[config.mk]
export PLATFORM = sky130hd
export DESIGN_NAME = mem_access_delay_fifo
export DESIGN_NICKNAME = d
export VERILOG_FILES = /design/src/rtl/mem_access_delay_fifo.sv
export SDC_FILE = /design/constraint.sdc
export NUM_CORES = 2
export LEC_CHECK = 0
export BUFFER_PORTS_ARGS = -buffer_cell sky130_fd_sc_hd__buf_2
export CAP_MARGIN = 10
export CORE_UTILIZATION = 60
export CTS_CLUSTER_SIZE = 25
export DETAILED_ROUTE_END_ITERATION = 8
export GPL_TIMING_DRIVEN = 0
export HOLD_SLACK_MARGIN = 0.15
export PLACE_DENSITY = 0.86
export SLEW_MARGIN = 20
export SYNTH_ARGS = -nofsm -noshare
export SYNTH_HDL_FRONTEND = slang
export SYNTH_SLANG_ARGS = --single-unit
[constraint.sdc]
create_clock -name clk -period 6.5 [get_ports clk]
set_input_delay 0.65 -clock clk [delete_from_list [all_inputs] [get_ports clk]]
set_output_delay 0.65 -clock clk [all_outputs]
set_load 0.03 [all_outputs]
[src/rtl/mem_access_delay_fifo.sv]
// -----------------------------------------------------------------------------
// mem_access_delay_fifo
//
// Time-tagged FIFO that models a fixed per-request memory latency. Each entry
// holds a RAM bank address, the full request address, the issue timestamp and
// the release timestamp (issue + delay). The head entry is offered to the
// consumer only once the free-running cycle count has reached its release time.
//
// Optional feature macro: MEM_FIFO_DROP_CNT_EN
//   defined   -> drop_cnt_o counts pushes rejected because the FIFO was full
//                (saturating, cleared only by reset)
//   undefined -> drop_cnt_o is tied to 0
//
// Ports
//   clk              in   clock, rising edge
//   reset            in   asynchronous, active-high reset
//   stall_i          in   pipeline stall; freezes pointers, occupancy, counter
//   push_i           in   push request
//   ram_addr_i       in   bank address to store
//   addr_i           in   request address to store
//   delay_i          in   latency for this request (zero-extended)
//   count_i          in   free-running, wrapping cycle count
//   pop_i            in   consumer accepts head
//   valid_o          out  head present and due
//   ram_addr_o       out  head bank address (0 while empty)
//   addr_o           out  head request address (0 while empty)
//   head_in_time_o   out  head issue timestamp (0 while empty)
//   head_out_time_o  out  head release timestamp (0 while empty)
//   num_o            out  occupancy, 0..DEPTH
//   full_o           out  num_o == DEPTH
//   empty_o          out  num_o == 0
//   drop_cnt_o       out  rejected-push counter
// -----------------------------------------------------------------------------
module mem_access_delay_fifo #(
    parameter int DEPTH      = 32,
    parameter int DEPTH_LOG  = 5,
    parameter int RAM_ADDR_W = 5,
    parameter int ADDR_W     = 32,
    parameter int COUNT_W    = 16,
    parameter int DELAY_W    = 10,
    parameter int DROP_W     = 16
) (
    input  logic                  clk,
    input  logic                  reset,
    input  logic                  stall_i,
    input  logic                  push_i,
    input  logic [RAM_ADDR_W-1:0] ram_addr_i,
    input  logic [ADDR_W-1:0]     addr_i,
    input  logic [DELAY_W-1:0]    delay_i,
    input  logic [COUNT_W-1:0]    count_i,
    input  logic                  pop_i,
    output logic                  valid_o,
    output logic [RAM_ADDR_W-1:0] ram_addr_o,
    output logic [ADDR_W-1:0]     addr_o,
    output logic [COUNT_W-1:0]    head_in_time_o,
    output logic [COUNT_W-1:0]    head_out_time_o,
    output logic [DEPTH_LOG:0]    num_o,
    output logic                  full_o,
    output logic                  empty_o,
    output logic [DROP_W-1:0]     drop_cnt_o
);

    localparam logic [DEPTH_LOG:0]   NUM_FULL = (DEPTH_LOG+1)'(DEPTH);
    localparam logic [DEPTH_LOG:0]   NUM_ONE  = {{DEPTH_LOG{1'b0}}, 1'b1};
    localparam logic [DEPTH_LOG-1:0] PTR_ONE  = {{(DEPTH_LOG-1){1'b0}}, 1'b1};

    // Entry storage, one array per field
    logic [RAM_ADDR_W-1:0] ram_addr_mem [DEPTH];
    logic [ADDR_W-1:0]     addr_mem     [DEPTH];
    logic [COUNT_W-1:0]    in_time_mem  [DEPTH];
    logic [COUNT_W-1:0]    out_time_mem [DEPTH];

    logic [DEPTH_LOG-1:0] head_q, head_d;
    logic [DEPTH_LOG-1:0] tail_q, tail_d;
    logic [DEPTH_LOG:0]   num_q,  num_d;

    logic                 full_w;
    logic                 empty_w;
    logic                 push_acc;
    logic                 pop_acc;
    logic                 due;
    logic                 valid_w;
    logic [COUNT_W-1:0]   due_diff;
    logic [COUNT_W-1:0]   out_time_new;

    // Status decoded from the registered occupancy, i.e. before this cycle's pop,
    // so a push while full is rejected even when a pop is accepted alongside it.
    assign full_w   = (num_q == NUM_FULL);
    assign empty_w  = (num_q == '0);
    assign push_acc = push_i & ~full_w & ~stall_i;

    // Wrap-safe due test: the head is due once (count - release) is
    // non-negative when read as a two's-complement number.
    assign due_diff = count_i - out_time_mem[head_q];
    assign due      = ~due_diff[COUNT_W-1];
    assign valid_w  = ~empty_w & due;
    assign pop_acc  = pop_i & valid_w & ~stall_i;

    assign out_time_new = count_i + {{(COUNT_W-DELAY_W){1'b0}}, delay_i};

    // NOTE: every signal written here is given its hold value first, so no path
    // through the block leaves it unassigned and no latch is inferred.
    always_comb begin
        head_d = head_q;
        tail_d = tail_q;
        num_d  = num_q;
        if (push_acc) begin
            tail_d = tail_q + PTR_ONE;
        end
        if (pop_acc) begin
            head_d = head_q + PTR_ONE;
        end
        case ({push_acc, pop_acc})
            2'b10:   num_d = num_q + NUM_ONE;
            2'b01:   num_d = num_q - NUM_ONE;
            default: num_d = num_q;
        endcase
    end

    // NOTE: state registers use non-blocking assignments so every flop samples
    // its pre-edge inputs regardless of the order the blocks are evaluated in.
    always_ff @(posedge clk or posedge reset) begin
        if (reset) begin
            head_q <= '0;
            tail_q <= '0;
            num_q  <= '0;
        end else begin
            head_q <= head_d;
            tail_q <= tail_d;
            num_q  <= num_d;
        end
    end

    // NOTE: the entry storage is deliberately not reset; a cleared num_q makes
    // stale contents unreachable, and leaving it out keeps it mappable to RAM.
    always_ff @(posedge clk) begin
        if (push_acc) begin
            ram_addr_mem[tail_q] <= ram_addr_i;
            addr_mem[tail_q]     <= addr_i;
            in_time_mem[tail_q]  <= count_i;
            out_time_mem[tail_q] <= out_time_new;
        end
    end

`ifdef MEM_FIFO_DROP_CNT_EN
    localparam logic [DROP_W-1:0] DROP_ONE = {{(DROP_W-1){1'b0}}, 1'b1};

    logic [DROP_W-1:0] drop_q, drop_d;

    // Counts every push request seen while full (stall excepted), saturating.
    always_comb begin
        drop_d = drop_q;
        if (push_i && full_w && !stall_i && (drop_q != '1)) begin
            drop_d = drop_q + DROP_ONE;
        end
    end

    always_ff @(posedge clk or posedge reset) begin
        if (reset) begin
            drop_q <= '0;
        end else begin
            drop_q <= drop_d;
        end
    end

    assign drop_cnt_o = drop_q;
`else
    assign drop_cnt_o = '0;
`endif

    // Head outputs read the storage asynchronously and are masked while empty.
    assign valid_o         = valid_w;
    assign ram_addr_o      = empty_w ? '0 : ram_addr_mem[head_q];
    assign addr_o          = empty_w ? '0 : addr_mem[head_q];
    assign head_in_time_o  = empty_w ? '0 : in_time_mem[head_q];
    assign head_out_time_o = empty_w ? '0 : out_time_mem[head_q];
    assign num_o           = num_q;
    assign full_o          = full_w;
    assign empty_o         = empty_w;

endmodule

==> out/results.ini <==
[critical_path]
cp_max_fo=14
cp_data_required_time_ns=7.27
cp_top_family=multiplexers
cp-start-kind=register
cp.buffers_inverters=4
path_class=register to register
max_stage_delay_ns=0.72
arrival_ns=7.71
cp_cell_sequence=buf_8 -> buf_6 -> buf_6 -> mux4_2 -> mux4_2 -> mux2i_4 -> ha_1 -> nand4_1 -> nor3_2 -> a21oi_2 -> o211ai_1 -> a211oi_2 -> xnor2_2 -> nand2_2 -> inv_1 -> ha_2 -> ha_1 -> a21o_1 -> a21oi_2 -> o21bai_1 -> a21oi_1 -> xnor2_1 -> nor2_1 -> xor2_1
slowest_stage=mux4_2
endpoint_kind=register

[sta]
worst_slack_ns=-0.4387
tightestPinTransition_ns=1.324
fin_crit_sh_pct=106.7
fin_skew_ns=0.03674
hold_viol=0
setup_violations=4
clock.fmax_ghz=0.1441
setup_tns_ns=-0.9119
max_slew_margin_pct=11.71
drv_slew=0
period_needed_ns=6.939

[cells_and_area]
drive_gt1_share_pct=34.68
mostFrequentLayoutCell=edfxtp_1
fin_cells=6076
mostFrequentLayoutCells=edfxtp_1, mux4_2, clkbuf_16
fillers=7387
fin_nets=4114
area_delta_synth_final_pct=15.41
final_util_pct=69.81

[placed_design]
dp_hpwl_mm=159.3
pre_cts_slack_ns=-0.6880
port_buffers=145
finalWeightedCongestion=0.7876
place_inst=5693

[synthesis]
synth.top_cells.by_area=edfxtp_1, mux4_2, mux2i_1
syn_area_sq_um=85750
ys_warn_count=0
yosys.area.top_type_share_pct=77.32
synth.distinct_cells=51
yosysTopAreaCell=edfxtp_1
synthFlopType=edfxtp_1
yosysSeqAreaShare_pct=77.79
synth-async-reset-ratio_pct=0.7194
synthCells=3494
synth_area_per_cell_sq_um=24.54
synth_edf_count=2208
ys_seq_elements=2224

[route]
via_count=48220
drc=68
drtAntennaViolNets=0
wl_per_cell_um=48.21
drt_iter0_drc=11000
vias_per_cell=7.937
dr.pass1.iters=9
wirelength_mm=292.9

[die]
start_util_pct=60.49
rows=138
die_x_um=380.0
num_io_pins=162
die_area_sq_um=144400
die_h_um=380.0
coreArea_sq_um=141800

[cts]
cts_sinks=2224
cts_buffer_depth=3
clkTransAtPathRegs_ns=0.08
clk_latency_ns=0.87
clockRootBuffer=clkbuf_16
cts_tree=done
htreeDepth=4
cts_buffers=200

[grt]
grt-ovfl-total=0
grt_max_degree=42
grt_pass1_wl_mm=396.9
grt_use_total_pct=40.99
grt_pass1_vias=47780
antenna_found_initial=30

[power]
p_comb_share_pct=35.7
power_mw=44.35
peakVddDrop_uv=467.6
switchingPower_mw=15.73
clkPwrFrac_pct=26.9
p_int_mw=28.62
switching_share_pct=35.46
power.share.sequential_pct=37.4
power.density_nw_per_um2=448.2
power.leakage_nw=31.18

[outcome]
status=finished, violations left
violations=DRC, setup timing

[hold_path]
hold_path.class=input pin to register

[flow_run]
drv_cap=0

[what timing repair did]
action	in CTS	in global routing
pin swaps	1	0
resized for setup	72	19
setup buffers	1	4
hold buffers	1	0
endpoints found under the setup margin	7	5
hold endpoints to repair	16	0
[worst paths after layout]
kind,startpoint,to,slack (ns),depth (start not counted)
setup / recovery,head_q[0]$_DFFE_PP0P_,num_o[5]$_DFFE_PP0P_,-0.44,24
hold / removal,stall_i,head_q[2]$_DFFE_PP0P_,0.27,4
setup reg to reg,head_q[0]$_DFFE_PP0P_,num_o[5]$_DFFE_PP0P_,-0.44,24
hold reg to reg,num_o[2]$_DFFE_PP0P_,num_o[2]$_DFFE_PP0P_,0.59,2
max in group asynchronous,reset,head_q[1]$_DFFE_PP0P_,5.46,3
min in group asynchronous,reset,num_o[3]$_DFFE_PP0P_,0.49,3
[per-stage QoR]
step / hold slack [ns] / area (sq um)
global route: 0.2923 / 98920
floorplan: 0.5637 / 85800
global placement: 0.4934 / 88900
detailed placement: 0.5355 / 92380
finish: 0.2744 / 98960
CTS: 0.2275 / 98790
[tightest hold or removal path, delay by kind of cell]
kind	cells	cell delay, ns
buffers and inverters	1	0.16
and+or+nand+nor	2	0.20
xor gates and xnor gates	1	0.09
[cells in the mapped netlist (all sizes together), types with 2 or more instances]
cell and count:
nor3b 3, inv 22, nand2 26, buf 115, nand4 5, xnor2 18, mux4 686, nand3 7
edfxtp 2208, or3 2, clkbuf 76, xor2 6, or3b 3, a21o 10, mux2i 73, o211ai 3
mux2 2, nor2 111, a21oi 16, a211oi 3, o21ai 13, nor3 4, nor2b 4, dfrtp 16
a211o 2, and3 3, fa 2, ha 34, o22ai 4, nand3b 5
[sequential cells by signal, summed over array words and instances (netlist names)]
signal        count
tail_q            5
num_o             6
addr_mem       1024
head_q            5
out_time_mem    512
in_time_mem     512
ram_addr_mem    160
[final cells by class]
class                           count  area, sq um  area share [%]
Clock inverter                    115        914.6          0.9243
Sequential cell                  2224        66710           67.41
Tap cell                         1890         2365           2.390
Antenna cell                       16        40.04         0.04046
Multi-Input combinational cell   1072        18600           18.79
Clock buffer                      247         5286           5.342
Buffer                            189         1028           1.039
Inverter                           22        82.58         0.08345
Timing Repair Buffer              301         3941           3.983
[cell families after synthesis]
kind of cell | synth area share, %
flip-flops | 77.79
adder cells (fa/ha/maj) | 0.5428
buffers and inverters | 1.147
XOR/XNOR | 0.2539
multiplexers | 18.92
AND/OR/NAND/NOR | 0.9076
other | 0.004373
AO/OA/AOI/OAI | 0.4363
[per-layer routing]
metal	global-route usage [%]	up-vias	wire length (um)
met2	63.10	6349	135700
met1	48.54	23970	82900
met5	0.7275	-	238
li1	-	16070	-
met3	15.27	1808	47140
met4	27.60	34	26980
[power by group through the flow]
| stage | combinational [mW] | sequential (mW) | clock [mW] |
|---|---|---|---|
| after floorplan | 8.96 | 16.8 | 0 |
| after detailed placement | 14.0 | 16.8 | 0 |
| final | 15.8 | 16.6 | 11.9 |
| after CTS | 14.8 | 16.6 | 11.7 |
| after global routing | 15.9 | 16.6 | 12.2 |
| after global placement | 12.9 | 16.9 | 0 |
No activity file was read; power rests on OpenSTA's default activity.
